==> config.mk <==
export PLATFORM = sky130hd
export DESIGN_NAME = fifo_frame_reader
export DESIGN_NICKNAME = d
export VERILOG_FILES = /design/src/rtl/fifo_pkg.sv /design/src/rtl/frame_checksum.sv /design/src/rtl/fifo_frame_reader.sv
export SDC_FILE = /design/constraint.sdc
export NUM_CORES = 1
export LEC_CHECK = 0
export ABC_AREA = 1
export BUFFER_PORTS_ARGS = -buffer_cell sky130_fd_sc_hd__buf_4
export CORE_MARGIN = 3
export CORE_UTILIZATION = 30
export DETAILED_ROUTE_END_ITERATION = 8
export GPL_TIMING_DRIVEN = 1
export REMOVE_ABC_BUFFERS = 1
export SLEW_MARGIN = 40
export SYNTH_ARGS = -nofsm -noshare
export SYNTH_HDL_FRONTEND = slang
export SYNTH_SLANG_ARGS = --single-unit
==> constraint.sdc <==
create_clock -name clk -period 1.7 [get_ports clk]
set_clock_uncertainty 0.2 [all_clocks]
set_input_delay 0.255 -clock clk [delete_from_list [all_inputs] [get_ports clk]]
set_output_delay 0.255 -clock clk [all_outputs]
set_load 0.005 [all_outputs]
==> src/rtl/fifo_pkg.sv <==
// Shared types and defaults for the SRAM FIFO and its frame reader.
package fifo_pkg;

    // Word width shared with the SRAM FIFO.
    localparam int unsigned BITS_DEF      = 12;
    // Payload words per frame.
    localparam int unsigned FRAME_LEN_DEF = 4;

    typedef enum logic [2:0] {
        StIdle    = 3'd0,
        StRdReq   = 3'd1,
        StRdWait  = 3'd2,
        StOutData = 3'd3,
        StOutCsum = 3'd4
    } state_e;

endpackage

==> src/rtl/frame_checksum.sv <==
// Modular (2^BITS) accumulator with synchronous clear and add-enable.
module frame_checksum #(
    parameter int unsigned BITS = 12
) (
    input  logic            clk,
    input  logic            rst,
    input  logic            clr,
    input  logic            add_en,
    input  logic [BITS-1:0] din,
    output logic [BITS-1:0] sum
);

    logic [BITS-1:0] sum_d, sum_q;

    // Clear wins over add; the sum wraps naturally at BITS.
    always_comb begin
        sum_d = sum_q;
        if (clr) begin
            sum_d = '0;
        end else if (add_en) begin
            sum_d = sum_q + din;
        end
    end

    // Accumulator register.
    always_ff @(posedge clk) begin
        if (rst) begin
            sum_q <= '0;
        end else begin
            sum_q <= sum_d;
        end
    end

    assign sum = sum_q;

endmodule

==> src/rtl/fifo_frame_reader.sv <==
// Drains the SRAM FIFO, groups words into frames, appends a checksum beat,
// and presents the result on a valid/ready stream.
module fifo_frame_reader
    import fifo_pkg::*;
#(
    parameter int unsigned BITS      = BITS_DEF,
    parameter int unsigned FRAME_LEN = FRAME_LEN_DEF,
    parameter int unsigned CNT_WIDTH = 8
) (
    input  logic                 clk,
    input  logic                 rst,
    output logic                 fifo_read,
    input  logic [BITS-1:0]      fifo_data,
    input  logic                 fifo_ready,
    input  logic                 fifo_overflow,
    output logic [BITS-1:0]      m_data,
    output logic                 m_valid,
    input  logic                 m_ready,
    output logic                 m_last,
    output logic                 err_overflow,
    output logic [CNT_WIDTH-1:0] frame_cnt
);

    localparam int unsigned IdxW = (FRAME_LEN > 1) ? $clog2(FRAME_LEN) : 1;
    localparam logic [IdxW-1:0] LastIdx = IdxW'(FRAME_LEN - 1);

    state_e               state_d, state_q;
    logic [BITS-1:0]      m_data_d, m_data_q;
    logic                 m_valid_d, m_valid_q;
    logic                 m_last_d, m_last_q;
    logic                 err_d, err_q;
    logic [CNT_WIDTH-1:0] frame_cnt_d, frame_cnt_q;
    logic [IdxW-1:0]      idx_d, idx_q;
    logic                 csum_clr, csum_add;
    logic [BITS-1:0]      csum;

    frame_checksum #(
        .BITS (BITS)
    ) u_csum (
        .clk    (clk),
        .rst    (rst),
        .clr    (csum_clr),
        .add_en (csum_add),
        .din    (fifo_data),
        .sum    (csum)
    );

    // Next-state and datapath control. The IDLE -> RD_REQ -> RD_WAIT loop
    // guarantees the registered fifo_ready has updated before the next read.
    always_comb begin
        state_d     = state_q;
        m_data_d    = m_data_q;
        m_valid_d   = m_valid_q;
        m_last_d    = m_last_q;
        frame_cnt_d = frame_cnt_q;
        idx_d       = idx_q;
        csum_clr    = 1'b0;
        csum_add    = 1'b0;
        err_d       = err_q | fifo_overflow;

        case (state_q)
            StIdle: begin
                if (fifo_ready) begin
                    state_d = StRdReq;
                end
            end
            StRdReq: begin
                state_d = StRdWait;
            end
            StRdWait: begin
                m_data_d  = fifo_data;
                m_valid_d = 1'b1;
                csum_add  = 1'b1;
                state_d   = StOutData;
            end
            StOutData: begin
                if (m_ready) begin
                    if (idx_q == LastIdx) begin
                        // Accumulator already includes this final word.
                        m_data_d = csum;
                        m_last_d = 1'b1;
                        state_d  = StOutCsum;
                    end else begin
                        idx_d     = idx_q + IdxW'(1);
                        m_valid_d = 1'b0;
                        state_d   = StIdle;
                    end
                end
            end
            StOutCsum: begin
                if (m_ready) begin
                    m_valid_d   = 1'b0;
                    m_last_d    = 1'b0;
                    idx_d       = '0;
                    csum_clr    = 1'b1;
                    frame_cnt_d = frame_cnt_q + CNT_WIDTH'(1);
                    state_d     = StIdle;
                end
            end
            default: begin
                state_d = StIdle;
            end
        endcase
    end

    // State and output registers.
    always_ff @(posedge clk) begin
        if (rst) begin
            state_q     <= StIdle;
            m_data_q    <= '0;
            m_valid_q   <= 1'b0;
            m_last_q    <= 1'b0;
            err_q       <= 1'b0;
            frame_cnt_q <= '0;
            idx_q       <= '0;
        end else begin
            state_q     <= state_d;
            m_data_q    <= m_data_d;
            m_valid_q   <= m_valid_d;
            m_last_q    <= m_last_d;
            err_q       <= err_d;
            frame_cnt_q <= frame_cnt_d;
            idx_q       <= idx_d;
        end
    end

    assign fifo_read    = (state_q == StRdReq);
    assign m_data       = m_data_q;
    assign m_valid      = m_valid_q;
    assign m_last       = m_last_q;
    assign err_overflow = err_q;
    assign frame_cnt    = frame_cnt_q;

endmodule

* After elaboration in Yosys (flattened, before gate mapping)
Index checks and enable logic that the tools add are counted.
** Word-level totals
- Bits in registers :: 40
- Latch bits :: 0
- RAM bits :: 0
- ROM bits :: 0
- Input port bits :: 17
- Output and inout bits :: 24
- Memories :: 0
** Cells by class
- Add/sub/neg operators :: 3
- $mul :: 0
- Div/mod/pow operators :: 0
- $lt $le $gt $ge :: 0
- Eq/ne operators :: 10
- Shift operators :: 0
- Muxes and demuxes :: 22
- Bitwise operators :: 1
- Reduce and logical (&&, ||, !) cells :: 11
** Operators by type and width (count)
- 2-to-1 mux 12 bit :: 2
- case mux 12 bit (2 select lines) :: 1
- case mux 3 bit (5 select lines) :: 1
- adder 12 bit :: 1
- 2-to-1 mux 3 bit :: 4
- AND reduction 4 bit :: 3
- != test 2 bit, second input constant :: 5
- adder 8 x 1 -> 8 bit, second input constant :: 1
- 2-to-1 mux 1 bit :: 8
- == test 3 x 2 -> 1 bit, second input constant :: 2
- 2-to-1 mux 2 bit :: 3
- AND reduction 3 bit :: 2
- case mux 2 bit (2 select lines) :: 1
- nonzero test 2 bit :: 2
- == test 3 x 1 -> 1 bit, second input constant :: 1
- == test 3 bit, second input constant :: 1
- logical NOT 3 bit :: 1
- case mux 1 bit (3 select lines) :: 1
- nonzero test 3 bit :: 1
- adder 2 x 1 -> 2 bit, second input constant :: 1
- == test 2 bit, second input constant :: 1
- case mux 1 bit (2 select lines) :: 1
- AND reduction 2 bit :: 1
- OR reduction 2 bit :: 1
- bitwise OR 1 bit :: 1

* Logic depth before layout (Yosys ltp)
- Word-level depth :: 4
- Mapped depth :: 11

* By module
A second synthesis with hierarchy kept.
** Second synthesis, totals
- Cells, all modules :: 410
- Area total of the unflattened synthesis :: 2544.9 sq um
** By module, submodules not included
- fifo_frame_reader :: times used 1, cells each 225, area an instance 1441.4 sq um
- frame_checksum :: times used 1, cells each 185, area an instance 1103.6 sq um

* Least setup slack after synthesis
No wires, ideal clock.
- Kind :: reg2reg
- From :: register u_csum.sum_q[0], in the netlist u_csum.sum[0]
- To :: register u_csum.sum_q[8], in the netlist u_csum.sum[8]
- Arrival :: 1470 ps
- Required time :: 1385 ps
- Setup slack :: -86 ps
- Cell stages (with the launch flop) :: 11
- Path buffers :: 0
- Period minus slack after synthesis :: 1786 ps
- Path through :: dfxtp_1 > ha_1 > fa_1 > nand2_1 > nand3_1 > nand3_1 > nand2_1 > nand2_1 > nand2_1 > o21ai_0 > inv_1
** Between the ends
- Cells in the longest elaborated chain, start to end :: 1
** Ends and longest elaborated chain
- start: declaration :: RTL line frame_checksum.sv:13 : logic [BITS-1:0] sum_d, sum_q;
- start signal: assignment :: RTL line frame_checksum.sv:30 : sum_q <= sum_d;
- adder 12 bit :: RTL line frame_checksum.sv:21 : sum_d = sum_q + din;
No other way between the ends.
A chain may end at the register's enable or synchronous reset.

* Worst setup path in the final report
- From :: register u_csum.sum_q[0], in the netlist u_csum.sum[0]
- To :: register u_csum.sum_q[6], in the netlist u_csum.sum[6]
The elaborated chain is that of the path after synthesis.

==> impl_metrics.env <==
export IMPL_rows=31
export IMPL_die_height_um=94.0
export IMPL_slew_violations=0
export IMPL_relSlewSlack_pct=82.5
export IMPL_synth_cell_types=33
export IMPL_fin_nets=441
export IMPL_finalCritPeriodShare_pct=101
export IMPL_route_met2_wl_um=2840
export IMPL_syn_avg_cell_area_um2=6.69
export IMPL_fin_ws_ns=-0.0184
export IMPL_power_density_nw_per_um2=770
export IMPL_async_flop_share_pct=0
export IMPL_yosysWarnings=0
export IMPL_ys_seq_area_share_pct=34.5
export IMPL_ant_nets=0
export IMPL_clk_pin_slew_ns=0.08
export IMPL_route_detailed_wl_per_inst_um=11.9
export IMPL_hp_class="input port to flip-flop"
export IMPL_cts_num_sinks=40
export IMPL_synth_compound_area_share_pct=13.8
export IMPL_maxCapViolations=0
export IMPL_cp_top_family="adder cells"
export IMPL_globalplace_congestion=0.893
export IMPL_synthAdderAreaFrac_pct=7.87
export IMPL_rsz0062_at_grt="true"
export IMPL_muxShareOfSynthArea_pct=0
export IMPL_fillCellCount=764
export IMPL_drt_first_pass_iters=4
export IMPL_endpoint_kind="flip-flop"
export IMPL_clock_path_buffers=2
export IMPL_synth_seq_cells=40
export IMPL_path_buf_inv=1
export IMPL_grt_pass1_vias=2205
export IMPL_hpwl_um=4540
export IMPL_synth_top_family_by_area="simple AND/OR/NAND/NOR gates"
export IMPL_antennaDiodeCount=0
export IMPL_synth_xor_area_share_pct=1.89
export IMPL_p_leak_nw=1.54
export IMPL_slowest_stage="fa_2"
export IMPL_setup_worst_path_class="flip-flop to flip-flop"
export IMPL_dpl_cell_count=499
export IMPL_peakVddDrop_uv=266
export IMPL_io_pins=41
export IMPL_antenna_found_initial=0
export IMPL_grt_pass1_wl_um=9920
export IMPL_route_vias_total=2337
export IMPL_top_layer="met4"
export IMPL_grt_usage_pct=14.1
export IMPL_h_tree_depth=2
export IMPL_die_area_um2=8830
export IMPL_cp_start_kind="flip-flop"
export IMPL_post_route_drc_count=0
export IMPL_cp_max_fo=3
export IMPL_instances_no_fill=510
export IMPL_setup_violations=3
export IMPL_grt_max_degree=24
export IMPL_io_buffers=40
export IMPL_crit_path_cell_trace="ha_4 -> fa_2 -> nand2_2 -> nand3_4 -> nand3_2 -> a21oi_2 -> nand3b_1 -> nand2_1 -> inv_1"
export IMPL_postSynthCellCount=347
export IMPL_post_cts_buffers=0
export IMPL_drive_above_1_share_pct=27.7
export IMPL_routed_wl_met3_um=222
export IMPL_min_period_ns=1.72
export IMPL_arrival_ns=1.72
export IMPL_tightest_slew_ns=0.261
export IMPL_start_util_pct=31.5
export IMPL_routed_via_density=4.58
export IMPL_syn_cell_area_um2=2320
export IMPL_wl_met1_um=2910
export IMPL_max_stage_delay_ns=0.35
export IMPL_drt_iter0_drc=132
export IMPL_crit_required_ns=1.70
export IMPL_area_growth_pct=38.1
export IMPL_worstSkewPairLatency_ns=0.29
export IMPL_cts_buffers=5
export IMPL_core_um2=7370
export IMPL_clockRootBuffer="clkbuf_8"
export IMPL_power_mw=2.47
export IMPL_synth_edf_count=0
export IMPL_overflow=0
export IMPL_dieWidth_um=94.0
export IMPL_cts_tree="done"
export IMPL_synth_simple_gate_area_share_pct=31.0
export IMPL_dominantRegCellSynth="dfxtp_1"
export IMPL_wirelength_um=6060
export IMPL_report_final_hold_viol_count=0
export IMPL_violations="setup timing"
export IMPL_status="complete, but fails checks"
export IMPL_max_freq_ghz=0.582
cells in the mapped netlist (3+ instances only):
| cell type | n | area share (%) |
|---|---|---|
| buf_2 | 3 | 0.65 |
| nand3_1 | 24 | 5.2 |
| nor3_1 | 3 | 0.65 |
| o21ai_0 | 18 | 3.9 |
| or2_2 | 3 | 0.81 |
| nand3_2 | 3 | 1.3 |
| a21oi_1 | 26 | 5.6 |
| dfxtp_1 | 40 | 34 |
| xor2_1 | 3 | 1.1 |
| a31oi_1 | 10 | 2.7 |
| ha_1 | 13 | 7.0 |
| nand4_1 | 4 | 1.1 |
| clkbuf_1 | 3 | 0.48 |
| nand2_1 | 99 | 16 |
| inv_1 | 50 | 8.1 |
| nor2_1 | 24 | 3.9 |
kinds of logic (layout without fill, tap and decap cells):
kind of cell | after synthesis | in the layout
xor+xnor | 5 | 5
simple gates | 166 | 166
fa+ha+maj | 14 | 14
compound gates | 59 | 59
buf+inv | 63 | 127
flops | 40 | 40
through the flow:
stage / hold WS [ns] / util [%] / worst slack (ns) / instance area, um2 / TNS [ns]
6_report: 0.0369 / 43.5 / -0.0184 / 3210 / -0.0359
3_5_place_dp: 0.250 / 39.1 / -0.257 / 2880 / -1.32
4_1_cts: 0.0307 / 41.6 / -0.0669 / 3070 / -0.312
2_1_floorplan: 0.124 / - / -0.0939 / 2270 / -0.170
5_1_grt: 0.0505 / 43.5 / -0.121 / 3210 / -0.610
3_3_place_gp: 0.242 / 39.1 / -0.225 / 2880 / -1.12
cell usage in the layout, fill, tap and decap left out, types with 2 or more instances in the layout:
master / netlist / layout
a21oi_1: 26 / 23
a21oi_2: 0 / 3
a31oi_1: 10 / 10
buf_4: 1 / 62
clkbuf_8: 0 / 5
dfxtp_1: 40 / 36
dfxtp_2: 0 / 4
dlygate4sd3_1: 0 / 3
ha_1: 13 / 5
ha_4: 0 / 8
inv_1: 50 / 48
inv_2: 2 / 4
nand2_1: 99 / 95
nand2_2: 1 / 4
nand3_1: 24 / 17
nand3_2: 3 / 8
nand3_4: 0 / 2
nand3b_1: 2 / 2
nand4_1: 4 / 4
nor2_1: 24 / 23
nor2_2: 1 / 2
nor3_1: 3 / 3
o21ai_0: 18 / 16
o21ai_1: 1 / 3
or2_2: 3 / 3
xnor2_1: 2 / 2
xor2_1: 3 / 3
final timing paths:
kind / start / end / slack (ns) / cells past startpoint
max: u_csum.sum[0] / u_csum.sum[6] / -0.02 / 9
min: fifo_data[10] / m_data[10] / 0.04 / 3
min reg2reg: m_last / m_last / 0.26 / 2
max reg2reg: u_csum.sum[0] / u_csum.sum[6] / -0.02 / 9
cell type report:
type,instances,area (um2),share of cell area [%]
tap,99,124,3.86
sequential,40,806,25.1
multi-input combinational,244,1450,45.2
inverter,53,201,6.28
clock inverter,3,42.5,1.33
clock buffer,5,68.8,2.15
timing repair buffer,66,515,16.1
worst reg2reg max path, cell delays in order (launching register included):
cell	delay (ns)
dfxtp_2	0.34
ha_4	0.16
fa_2	0.35
nand2_2	0.11
nand3_4	0.08
nand3_2	0.10
a21oi_2	0.05
nand3b_1	0.14
nand2_1	0.07
inv_1	0.04
sequential cells by signal, indices dropped and copies added (netlist names):
register / flops
u_csum.sum: 12
err_overflow: 1
m_data: 12
frame_cnt: 8
m_last: 1
state_q: 3
m_valid: 1
idx_q: 2
layer usage:
layer	GRT usage [%]	vias up
met3	2.88	7
met2	24.2	43
met1	17.5	1046
li1	-	1241
met4	5.05	0
met5	0	-
timing repair:
item                                   CTS  global route
setup endpoints to repair                7            22
endpoints found under the hold margin    4             0
hold buffers                             3             0
pin swaps                                4             6
resized for setup                       13            24
where the power goes:
group	internal, mW	switching, mW
clock	0.435	0.366
sequential	0.998	0.0449
combinational	0.302	0.324
total	1.74	0.735
Power figures use the tool's default switching activity.
